$ cat config.mk
export PLATFORM = sky130hd
export DESIGN_NAME = mpt_plb_flat
export DESIGN_NICKNAME = d
export VERILOG_FILES = /design/src/rtl/mpt_plb_if.sv /design/src/rtl/mpt_plb.sv /design/src/flat_wrapper.sv
export SDC_FILE = /design/constraint.sdc
export NUM_CORES = 1
export LEC_CHECK = 0
export BUFFER_PORTS_ARGS = -buffer_cell sky130_fd_sc_hd__buf_2
export CORE_MARGIN = 10
export CORE_UTILIZATION = 55
export DETAILED_ROUTE_END_ITERATION = 8
export MAX_ROUTING_LAYER = met4
export PLACE_DENSITY = 0.77
export SLEW_MARGIN = 10
export SYNTH_ARGS = -nofsm -noshare
export SYNTH_HDL_FRONTEND = slang
export SYNTH_SLANG_ARGS = --single-unit
$ cat constraint.sdc
create_clock -name clk_i -period 4.8 [get_ports clk_i]
set_input_delay 0.48 -clock clk_i [delete_from_list [all_inputs] [get_ports clk_i]]
set_output_delay 0.48 -clock clk_i [all_outputs]
set_load 0.02 [all_outputs]
$ cat src/rtl/mpt_plb_if.sv
// Shared types and the bus interface for the MPT permission lookaside buffer.
// The package comes first so both the interface and the design can import it.
package mpt_plb_pkg;

  localparam int XLEN       = 32;
  localparam int SDID_LEN   = 6;
  localparam int PAGE_SHIFT = 12;

  typedef enum logic [1:0] {
    ACCESS_NONE  = 2'd0,
    ACCESS_READ  = 2'd1,
    ACCESS_WRITE = 2'd2,
    ACCESS_EXEC  = 2'd3
  } mpt_access_e;

  // Bit 0 = read, bit 1 = write, bit 2 = execute.
  typedef enum logic [2:0] {
    ALLOW_NONE = 3'b000,
    ALLOW_R    = 3'b001,
    ALLOW_W    = 3'b010,
    ALLOW_RW   = 3'b011,
    ALLOW_X    = 3'b100,
    ALLOW_RX   = 3'b101,
    ALLOW_WX   = 3'b110,
    ALLOW_RWX  = 3'b111
  } mpt_permissions_e;

  typedef struct packed {
    logic [SDID_LEN-1:0] sdid;
    logic [XLEN-1:0]     spa;
    mpt_access_e         access;
  } plb_lookup_req_t;

  typedef struct packed {
    logic [SDID_LEN-1:0] sdid;
    logic [XLEN-1:0]     spa;
    mpt_permissions_e    perms;
  } plb_entry_t;

endpackage

// Lookup, response, refill and flush signals of the PLB grouped as one bus.
// slave = the PLB itself, master = the requester driving it.
interface mpt_plb_if;
  import mpt_plb_pkg::*;

  logic                lookup_valid_i;
  logic                lookup_ready_o;
  plb_lookup_req_t     lookup_req_i;
  logic                resp_valid_o;
  logic                resp_hit_o;
  mpt_permissions_e    resp_perms_o;
  logic                resp_allowed_o;
  logic                refill_valid_i;
  plb_entry_t          refill_entry_i;
  logic                flush_i;
  logic                flush_sdid_valid_i;
  logic [SDID_LEN-1:0] flush_sdid_i;
  logic                busy_o;

  modport slave (
    input  lookup_valid_i, lookup_req_i,
    output lookup_ready_o,
    output resp_valid_o, resp_hit_o, resp_perms_o, resp_allowed_o,
    input  refill_valid_i, refill_entry_i,
    input  flush_i, flush_sdid_valid_i, flush_sdid_i,
    output busy_o
  );

  modport master (
    output lookup_valid_i, lookup_req_i,
    input  lookup_ready_o,
    input  resp_valid_o, resp_hit_o, resp_perms_o, resp_allowed_o,
    output refill_valid_i, refill_entry_i,
    output flush_i, flush_sdid_valid_i, flush_sdid_i,
    input  busy_o
  );

endinterface

$ cat src/rtl/mpt_plb.sv
// MPT permission lookaside buffer: small fully-associative cache of
// (SDID, 4 KiB page) -> permission entries with a one-cycle lookup,
// refill with round-robin eviction, and a one-index-per-cycle flush scan.
module mpt_plb
  import mpt_plb_pkg::*;
#(
  parameter int PLB_ENTRIES = 8
) (
  input  logic     clk_i,
  input  logic     rst_i,
  mpt_plb_if.slave bus
);

  localparam int IDX_W = (PLB_ENTRIES > 1) ? $clog2(PLB_ENTRIES) : 1;
  localparam int PPN_W = XLEN - PAGE_SHIFT;
  localparam logic [IDX_W-1:0] LAST_IDX = IDX_W'(PLB_ENTRIES - 1);

  typedef enum logic {
    ST_READY = 1'b0,
    ST_FLUSH = 1'b1
  } state_e;

  // ---------------------------------------------------------------------
  // State
  // ---------------------------------------------------------------------
  state_e              r_state;
  state_e              w_state_next;

  logic [PLB_ENTRIES-1:0] r_valid;
  logic [SDID_LEN-1:0]    r_sdid  [PLB_ENTRIES];
  logic [PPN_W-1:0]       r_ppn   [PLB_ENTRIES];
  mpt_permissions_e       r_perms [PLB_ENTRIES];

  logic [IDX_W-1:0]    r_rr_ptr;
  logic [IDX_W-1:0]    r_scan_idx;
  logic                r_flush_sdid_valid;
  logic [SDID_LEN-1:0] r_flush_sdid;

  logic                r_resp_valid;
  logic                r_resp_hit;
  mpt_permissions_e    r_resp_perms;
  logic                r_resp_allowed;

  // ---------------------------------------------------------------------
  // Combinational helpers
  // ---------------------------------------------------------------------
  logic                w_ready;
  logic                w_busy;
  logic                w_lookup_fire;
  logic                w_refill_fire;
  logic                w_flush_start;

  logic [PPN_W-1:0]    w_lk_ppn;
  logic [PPN_W-1:0]    w_rf_ppn;

  logic [PLB_ENTRIES-1:0] w_lk_match;
  logic [PLB_ENTRIES-1:0] w_rf_match;
  logic [PLB_ENTRIES-1:0] w_flush_hit;

  logic                w_lk_hit;
  logic [IDX_W-1:0]    w_lk_idx;
  mpt_permissions_e    w_lk_perms;
  logic                w_lk_allowed;

  logic                w_rf_hit;
  logic [IDX_W-1:0]    w_rf_match_idx;
  logic                w_has_invalid;
  logic [IDX_W-1:0]    w_inv_idx;
  logic [IDX_W-1:0]    w_rf_idx;
  logic                w_rf_evict;

  assign w_lk_ppn = bus.lookup_req_i.spa[XLEN-1:PAGE_SHIFT];
  assign w_rf_ppn = bus.refill_entry_i.spa[XLEN-1:PAGE_SHIFT];

  // Per-entry comparators: lookup match, refill match, flush selection.
  generate
    for (genvar gi = 0; gi < PLB_ENTRIES; gi++) begin : g_cmp
      assign w_lk_match[gi]  = r_valid[gi]
                             && (r_sdid[gi] == bus.lookup_req_i.sdid)
                             && (r_ppn[gi]  == w_lk_ppn);
      assign w_rf_match[gi]  = r_valid[gi]
                             && (r_sdid[gi] == bus.refill_entry_i.sdid)
                             && (r_ppn[gi]  == w_rf_ppn);
      assign w_flush_hit[gi] = !r_flush_sdid_valid
                             || (r_sdid[gi] == r_flush_sdid);
    end
  endgenerate

  // Lowest-index priority encoders for lookup match, refill match, free slot.
  always_comb begin
    w_lk_idx       = '0;
    w_rf_match_idx = '0;
    w_inv_idx      = '0;
    for (int i = PLB_ENTRIES - 1; i >= 0; i--) begin
      if (w_lk_match[i]) w_lk_idx       = IDX_W'(i);
      if (w_rf_match[i]) w_rf_match_idx = IDX_W'(i);
      if (!r_valid[i])   w_inv_idx      = IDX_W'(i);
    end
  end

  assign w_lk_hit      = |w_lk_match;
  assign w_rf_hit      = |w_rf_match;
  assign w_has_invalid = ~&r_valid;

  // Refill target: overwrite same page, else first free slot, else evict.
  assign w_rf_idx   = w_rf_hit      ? w_rf_match_idx :
                      w_has_invalid ? w_inv_idx      : r_rr_ptr;
  assign w_rf_evict = !w_rf_hit && !w_has_invalid;

  // Permission readout and access check for the lookup being accepted.
  always_comb begin
    w_lk_perms   = w_lk_hit ? r_perms[w_lk_idx] : ALLOW_NONE;
    w_lk_allowed = 1'b0;
    if (w_lk_hit) begin
      case (bus.lookup_req_i.access)
        ACCESS_READ:  w_lk_allowed = w_lk_perms[0];
        ACCESS_WRITE: w_lk_allowed = w_lk_perms[1];
        ACCESS_EXEC:  w_lk_allowed = w_lk_perms[2];
        default:      w_lk_allowed = 1'b0;
      endcase
    end
  end

  // ---------------------------------------------------------------------
  // Control FSM
  // ---------------------------------------------------------------------

  // State register.
  always_ff @(posedge clk_i) begin
    if (rst_i) begin
      r_state <= ST_READY;
    end else begin
      r_state <= w_state_next;
    end
  end

  // Next-state and status outputs; FLUSH lasts until the last index is scanned.
  always_comb begin
    w_state_next = r_state;
    w_ready      = 1'b0;
    w_busy       = 1'b0;
    case (r_state)
      ST_READY: begin
        w_ready = 1'b1;
        if (bus.flush_i) w_state_next = ST_FLUSH;
      end
      ST_FLUSH: begin
        w_busy = 1'b1;
        if (r_scan_idx == LAST_IDX) w_state_next = ST_READY;
      end
      default: w_state_next = ST_READY;
    endcase
  end

  assign w_lookup_fire = bus.lookup_valid_i && w_ready;
  // A refill arriving together with a flush request is dropped.
  assign w_refill_fire = bus.refill_valid_i && w_ready && !bus.flush_i;
  assign w_flush_start = bus.flush_i && w_ready;

  assign bus.lookup_ready_o = w_ready;
  assign bus.busy_o         = w_busy;

  // ---------------------------------------------------------------------
  // Entry storage
  // ---------------------------------------------------------------------

  // Valid bits: set by refill, cleared by reset and by the flush scan.
  always_ff @(posedge clk_i) begin
    if (rst_i) begin
      r_valid <= '0;
    end else if (w_refill_fire) begin
      r_valid[w_rf_idx] <= 1'b1;
    end else if (r_state == ST_FLUSH && w_flush_hit[r_scan_idx]) begin
      r_valid[r_scan_idx] <= 1'b0;
    end
  end

  // Entry payload; meaningless while the valid bit is clear, so not reset.
  always_ff @(posedge clk_i) begin
    if (w_refill_fire) begin
      r_sdid[w_rf_idx]  <= bus.refill_entry_i.sdid;
      r_ppn[w_rf_idx]   <= w_rf_ppn;
      r_perms[w_rf_idx] <= bus.refill_entry_i.perms;
    end
  end

  // Eviction pointer moves only when a live, unrelated entry is replaced.
  always_ff @(posedge clk_i) begin
    if (rst_i) begin
      r_rr_ptr <= '0;
    end else if (w_refill_fire && w_rf_evict) begin
      r_rr_ptr <= r_rr_ptr + 1'b1;
    end
  end

  // Flush filter capture and scan index; the index wraps to 0 after the last.
  always_ff @(posedge clk_i) begin
    if (rst_i) begin
      r_scan_idx         <= '0;
      r_flush_sdid_valid <= 1'b0;
      r_flush_sdid       <= '0;
    end else if (w_flush_start) begin
      r_scan_idx         <= '0;
      r_flush_sdid_valid <= bus.flush_sdid_valid_i;
      r_flush_sdid       <= bus.flush_sdid_i;
    end else if (r_state == ST_FLUSH) begin
      r_scan_idx <= r_scan_idx + 1'b1;
    end
  end

  // ---------------------------------------------------------------------
  // Response
  // ---------------------------------------------------------------------

  // One-cycle response strobe; result fields hold until the next response.
  always_ff @(posedge clk_i) begin
    if (rst_i) begin
      r_resp_valid   <= 1'b0;
      r_resp_hit     <= 1'b0;
      r_resp_perms   <= ALLOW_NONE;
      r_resp_allowed <= 1'b0;
    end else begin
      r_resp_valid <= w_lookup_fire;
      if (w_lookup_fire) begin
        r_resp_hit     <= w_lk_hit;
        r_resp_perms   <= w_lk_perms;
        r_resp_allowed <= w_lk_allowed;
      end
    end
  end

  assign bus.resp_valid_o   = r_resp_valid;
  assign bus.resp_hit_o     = r_resp_hit;
  assign bus.resp_perms_o   = r_resp_perms;
  assign bus.resp_allowed_o = r_resp_allowed;

endmodule

$ cat src/flat_wrapper.sv
// flat-port wrapper written by rule: the top's interface ports become plain ports
module mpt_plb_flat import mpt_plb_pkg::*;
#(
  parameter int PLB_ENTRIES = 8
)
  (clk_i, rst_i, bus_lookup_valid_i, bus_lookup_req_i, bus_lookup_ready_o, bus_resp_valid_o, bus_resp_hit_o, bus_resp_perms_o, bus_resp_allowed_o, bus_refill_valid_i, bus_refill_entry_i, bus_flush_i, bus_flush_sdid_valid_i, bus_flush_sdid_i, bus_busy_o);
  mpt_plb_if bus_i ();
  input  logic clk_i;
  input  logic rst_i;
  input wire logic [$bits(bus_i.lookup_valid_i)-1:0] bus_lookup_valid_i;
  input wire logic [$bits(bus_i.lookup_req_i)-1:0] bus_lookup_req_i;
  output wire logic [$bits(bus_i.lookup_ready_o)-1:0] bus_lookup_ready_o;
  output wire logic [$bits(bus_i.resp_valid_o)-1:0] bus_resp_valid_o;
  output wire logic [$bits(bus_i.resp_hit_o)-1:0] bus_resp_hit_o;
  output wire logic [$bits(bus_i.resp_perms_o)-1:0] bus_resp_perms_o;
  output wire logic [$bits(bus_i.resp_allowed_o)-1:0] bus_resp_allowed_o;
  input wire logic [$bits(bus_i.refill_valid_i)-1:0] bus_refill_valid_i;
  input wire logic [$bits(bus_i.refill_entry_i)-1:0] bus_refill_entry_i;
  input wire logic [$bits(bus_i.flush_i)-1:0] bus_flush_i;
  input wire logic [$bits(bus_i.flush_sdid_valid_i)-1:0] bus_flush_sdid_valid_i;
  input wire logic [$bits(bus_i.flush_sdid_i)-1:0] bus_flush_sdid_i;
  output wire logic [$bits(bus_i.busy_o)-1:0] bus_busy_o;
  assign bus_i.lookup_valid_i = bus_lookup_valid_i;
  assign bus_i.lookup_req_i = bus_lookup_req_i;
  assign bus_lookup_ready_o = bus_i.lookup_ready_o;
  assign bus_resp_valid_o = bus_i.resp_valid_o;
  assign bus_resp_hit_o = bus_i.resp_hit_o;
  assign bus_resp_perms_o = bus_i.resp_perms_o;
  assign bus_resp_allowed_o = bus_i.resp_allowed_o;
  assign bus_i.refill_valid_i = bus_refill_valid_i;
  assign bus_i.refill_entry_i = bus_refill_entry_i;
  assign bus_i.flush_i = bus_flush_i;
  assign bus_i.flush_sdid_valid_i = bus_flush_sdid_valid_i;
  assign bus_i.flush_sdid_i = bus_flush_sdid_i;
  assign bus_busy_o = bus_i.busy_o;
  mpt_plb #(.PLB_ENTRIES(PLB_ENTRIES)) u_core (.clk_i(clk_i), .rst_i(rst_i), .bus(bus_i));
endmodule
Yosys cells after proc, flatten, opt, wreduce, memory -nomap -nowiden:

Memories as Yosys holds them, arrays and structs flattened.
Index checks and enable logic that the tools add are counted.

* bits of input ports: 93
* flip-flop bits (word level): 28
* output and inout port bits: 8
* memories: 3
* word-level logic and storage cells: 168
* bits in writable memories: 232

Memories
* u_core.r_ppn: words 8, bits a word 20, read ports 8, clocked after memory_dff 0, write ports 1, RTL line mpt_plb.sv:31 `logic [PPN_W-1:0] r_ppn [PLB_ENTRIES];`
* u_core.r_sdid: words 8, bits a word 6, read ports 8, clocked after memory_dff 0, write ports 1, RTL line mpt_plb.sv:30 `logic [SDID_LEN-1:0] r_sdid [PLB_ENTRIES];`
* u_core.r_perms: words 8, bits a word 3, read ports 1, clocked after memory_dff 0, write ports 1, RTL line mpt_plb.sv:32 `mpt_permissions_e r_perms [PLB_ENTRIES];`

* bitwise logic cells: 4
* $lt $le $gt $ge: 4
* equal/unequal tests: 44
* reductions and logical operators: 57
* multiplexer cells: 44
* add/sub/neg operators: 2

Operators with widths (count)
* == test 20 bit: 16
* == test 6 bit: 24
* two-way mux 3 bit: 27
* logical AND 1 bit: 41
* two-way mux 8 bit: 2
* OR reduction 8 bit: 2
* two-way mux 1 bit: 10
* AND 8 bit: 1
* logical OR 1 bit: 8
* < comparator 3 x 4 -> 1 bit (second input constant): 2
* inverter 8 bit: 1
* OR 8 bit: 1
* AND reduction 8 bit: 1
* adder 3 x 1 -> 3 bit (second input constant): 2
* demux 1 bit (select 3 bit): 2
* greater-or-equal comparator 3 x 1 -> 1 bit (second input constant): 2
* == test 2 bit (second input constant): 2
* binary-select mux 1 bit (select 3 bit): 1
* == test 3 bit (second input constant): 1
* zero test 1 bit: 3
* one-hot mux 1 bit (3 select lines): 1
* == test 2 x 1 -> 1 bit (second input constant): 1
* one-hot mux 1 bit (2 select lines): 1
* nonzero test 2 bit: 1
* other kinds (2): 2

Longest topological paths before layout:

* depth after elaboration: 18
* depth in mapped cells: 12
* mapped depth without buffers: 10

Worst setup path before layout:

Ideal clock, no wire load.

* kind: input to register
* start point: input port bus_refill_entry_i[17]
* end point: memory u_core.r_perms[5][0] (netlist bit), enable pin
* data required time: 4.340 ns
* cell stages on the path: 9
* setup time: 0.460 ns
* buffers on the path: 1
* arrival: 4.358 ns
* setup slack: -0.018 ns
* path through: clkbuf_1 -> xor2_1 -> nor4_1 -> nand4_1 -> or2_1 -> nand4_1 -> nor2_1 -> nor3b_1 -> nor3b_1

* word-level cells in the longest chain between the ends: 11
* elaborated cells between the ends (all ways): 26
* classes of those cells: eq/ne: 8; mux: 9; reduce/logical: 9

Ends and longest elaborated chain
* from (decl): RTL line flat_wrapper.sv:18 `input wire logic [$bits(bus_i.refill_entry_i)-1:0] bus_refill_entry_i;`
* == test 20 bit: RTL line mpt_plb.sv:83 `&& (r_ppn[gi] == w_rf_ppn);`
* logical AND 1 bit: RTL line mpt_plb.sv:83
* two-way mux 3 bit (8 in a row): RTL line mpt_plb.sv:96 `if (w_rf_match[i]) w_rf_match_idx = IDX_W'(i);`
* two-way mux 3 bit *: RTL line mpt_plb.sv:106 `assign w_rf_idx = w_rf_hit ? w_rf_match_idx :`
* to (decl): RTL line mpt_plb.sv:32

Every way passes the cells marked *; elsewhere a longest branch is shown, timed or not.

==> results.txt <==
The wire length of the first global-routing pass is 69500 um. The average cell area after synthesis is 12.3 um2. The average detailed-routed wire length per instance came out at 31.7 um. The startpoint identified for the worst hold timing path is bus_flush_sdid_valid_i. The buffer and inverter count on the worst path came out at 1.

Setup repair after global routing left no endpoint under its margin. The largest driver fanout on the critical path came out at 26. The post-synth design cell area came out at 0.0141 mm2. The number of ports placed on the die boundary came out at 101. The required time of the critical path is 5010 ps. The total vias in the final route is 9866.

The buffers inserted during post-CTS setup optimization is 0. The biggest cell delay along the critical path came out at 680 ps. The all-layer global routing usage came out at 0.305. The total of endpoints with negative setup slack in the final report came out at 0. The cell sitting at the root of the clock tree is a clkbuf_16. From synthesis to final layout, the design area changed by 13.2%. The worst setup skew after layout is 10.5 ps. The total CTS buffers came out at 29.

Among all stages on the critical path, the largest delay is contributed by nor3b_2. STA classifies the critical path endpoint as a register. The most numerous cell type found on the critical path is nand4_1. The worst register-to-register path begins at u_core.r_sdid[4][5]. Measured against its own limit, the worst slew margin works out to 0.501.

Measured along the x axis, the die boundary spans 180 um. The starting DRC count in detailed routing is 1470. The kind of critical path is register to register.

Fill cells in the final layout number 2035. STA classifies the critical path startpoint as a register. The worst-case vdd ir drop is 0.000337 V.

After detailed routing, the total wire length is 50300 um. The slew of the pin with the lowest slew margin is 743 ps. The via count of the first global-routing pass is 9645.

Counting cells, the worst reg-to-reg path comes to 9. Across the run, the number of max-cap violations was 0. The largest net degree at the start of global routing came out at 30.

Counting every instance in the synthesized netlist gives 1146. No sink is reached through more buffers than the 3 on the longest clock path. The number of port buffers came out at 76. The worst hold path stage count came out at 3. The worst hold path terminates at u_core.r_flush_sdid_valid. Counting distinct cell types in the post-synthesis netlist gives 63. The post-cts hold buffer count came out at 0.

The share of flip-flops with an asynchronous set or reset after synthesis came out at 0. The clock-pin slew on the worst setup and hold paths came out at 60 ps. The final-report max-slew violation count came out at 0. The flow ran to the end, and the final reports show no timing, DRC or antenna violations. The fmax is 251 MHz. The number of H-tree levels came out at 1. The arrival time of data at the critical path endpoint is 4190 ps.

The final routed DRC violation total is 0. The remaining global-route overflow is 0. Among all flip-flop cells after synthesis, the most frequent one is edfxtp_1. The slack of the worst reg-to-reg path is 820 ps. The number of gates resized after CTS came out at 0.

The total area of multi-input combinational cells came out at 0.00623 mm2. The register bit total from synthesis came out at 260. The final period demand of the worst path is 3980 ps. For this configuration, the core starts out at a cell density of 0.559. TritonCTS built the clock tree.

The count of final hold-check violations is 0. The clock sink count came out at 260. For this design the static power due to leakage is 5.36 nW. For this run, the detailed router's first-pass iteration total came to 5. Dividing the final minimum period by the clock period gives 0.829.

The remaining antenna violation count came out at 0. The number of antenna violations at the first check in global routing is 2. The die footprint is 0.0325 mm2.

In this run the critical register-to-register path is captured at u_core.r_ppn[5][18]. Synthesis produced a netlist with a net count of 1242. Once detailed placement completed, the half-perimeter wirelength came to 36400 um.

The height of the die came out at 180 um. The kind of cell with the highest combined delay along the critical path is simple AND/OR/NAND/NOR gates. The site row count is 58. Traced cell by cell, the critical path runs through xnor2_1, nand4_1, nor4_1, nand4_1, nand4_1, nor2_1, nor3b_1, nor3b_2, buf_4. The power density over cell area is 331 mW/mm2. The via density per instance came out at 6.21. The insertion delay to the later sink of the worst-skew pair is 560 ps. The synthesis warning total is 0.

The area of all sequential standard cells came out at 0.00753 mm2. The final-layout worst hold slack came out at 165 ps. The share of the Yosys chip area taken by registers is 0.533. The core area is 0.0253 mm2.

Routability-driven placement finished with a final weighted congestion of 1.04. The net count of the finished layout is 1330. The post-route core utilization is 0.633. The path class of the tightest hold or removal check is input pin to register.

The number of flops mapped to enable cells by yosys is 232. The share of layout cells above drive strength 1 came out at 0.142.
## how the worst max path moves through the flow
stage | slack [ps] | endpoint | startpoint | depth (start not counted)
5_1_grt | 650 | u_core.r_ppn[5][10] | u_core.r_sdid[4][5] | 9
6_report | 820 | u_core.r_ppn[5][18] | u_core.r_sdid[4][5] | 9
2_1_floorplan | -20 | u_core.r_perms[5][0] | bus_refill_entry_i[17] | 9
4_1_cts | 940 | u_core.r_ppn[5][10] | u_core.r_ppn[5][6] | 9
3_3_place_gp | 710 | u_core.r_ppn[5][11] | bus_refill_entry_i[40] | 10
3_5_place_dp | 710 | u_core.r_ppn[5][2] | bus_refill_entry_i[40] | 10
## worst min-delay path, cell delays in order
cell     delay (ps)
buf_2            70
a21oi_1          50
nor2_1           80
## synthesized netlist by cell type (4+ instances only)
library cell / count / area share
a21oi_1: 15 / 0.0053
and3_1: 4 / 0.0018
buf_2: 16 / 0.0057
buf_4: 4 / 0.0021
buf_6: 6 / 0.0048
clkbuf_1: 36 / 0.0096
dfxtp_1: 28 / 0.040
edfxtp_1: 232 / 0.49
inv_1: 14 / 0.0037
mux2i_1: 9 / 0.0064
nand2_1: 19 / 0.0050
nand2b_1: 5 / 0.0022
nand3_1: 9 / 0.0032
nand4_1: 93 / 0.041
nor2_1: 29 / 0.0077
nor3_1: 21 / 0.0074
nor3b_1: 6 / 0.0032
nor4_1: 51 / 0.023
o21ai_0: 9 / 0.0032
o21ai_1: 5 / 0.0018
or2_1: 5 / 0.0022
or4_1: 4 / 0.0021
xnor2_1: 279 / 0.17
xor2_1: 186 / 0.12
## layer usage
layer | global-route usage | part of all wire
met1 | 0.390 | 0.40
met4 | 0.117 | 0.042
met3 | 0.0920 | 0.12
met5 | - | 0
met2 | 0.448 | 0.44
## through the flow
step	instance area, um2	cells	worst slack, ps	power [mW]	setup TNS (ps)
6_report	16000	1589	821	5.29	0
4_1_cts	16000	1587	940	5.29	0
2_1_floorplan	14100	1146	-17.8	2.84	-516
3_3_place_gp	15000	1533	710	3.05	0
3_5_place_dp	15000	1533	711	3.06	0
5_1_grt	16000	1589	650	5.41	0
## cell type report
| class | count | share of cell area |
|---|---|---|
| antenna | 2 | 0.000313 |
| clock buffer | 37 | 0.0499 |
| clock inverter | 17 | 0.0101 |
| inverter | 14 | 0.00329 |
| multi-input combinational | 806 | 0.390 |
| sequential | 260 | 0.471 |
| tap | 330 | 0.0258 |
| timing repair buffer | 123 | 0.0498 |
## power breakdown
part / internal (mW) / switching, mW
Combinational: 0.180 / 0.323
Clock: 1.33 / 0.939
Sequential: 2.48 / 0.0351
Total: 4.00 / 1.30
## layout by cell type, fill, tap and decap left out, types with 5 or more instances in the layout
master	count
xnor2_1	279
edfxtp_1	232
xor2_1	186
nand4_1	93
buf_2	76
nor4_1	51
buf_4	42
clkbuf_16	31
nor2_1	29
dfxtp_1	28
nor3_1	21
nand2_1	19
a21oi_1	15
inv_1	14
nand3_1	9
o21ai_0	9
mux2i_1	9
clkinv_2	7
clkbuf_1	6
or2_1	5
o21ai_1	5
nand2b_1	5
clkinv_1	5
buf_12	5
## kinds of logic after synthesis
kind of cell | after synthesis | synth area share
buffers and inverters | 80 | 0.0270
flip-flops | 260 | 0.533
adder cells (fa/ha/maj) | 3 | 0.00266
AND/OR/NAND/NOR | 259 | 0.106
XOR/XNOR | 466 | 0.289
AO/OA/AOI/OAI | 66 | 0.0330
multiplexers | 12 | 0.00903
## flip-flops by register name, indices dropped and copies added (netlist names)
name / flops
u_core.r_perms: 24
u_core.r_valid: 8
u_core.bus.resp_allowed_o: 1
u_core.bus.resp_valid_o: 1
u_core.bus.resp_perms_o: 3
u_core.r_state: 1
u_core.r_flush_sdid: 6
u_core.r_ppn: 160
u_core.r_flush_sdid_valid: 1
u_core.r_sdid: 48
u_core.bus.resp_hit_o: 1
u_core.r_rr_ptr: 3
u_core.r_scan_idx: 3
No activity file was read; power rests on OpenSTA's default activity.
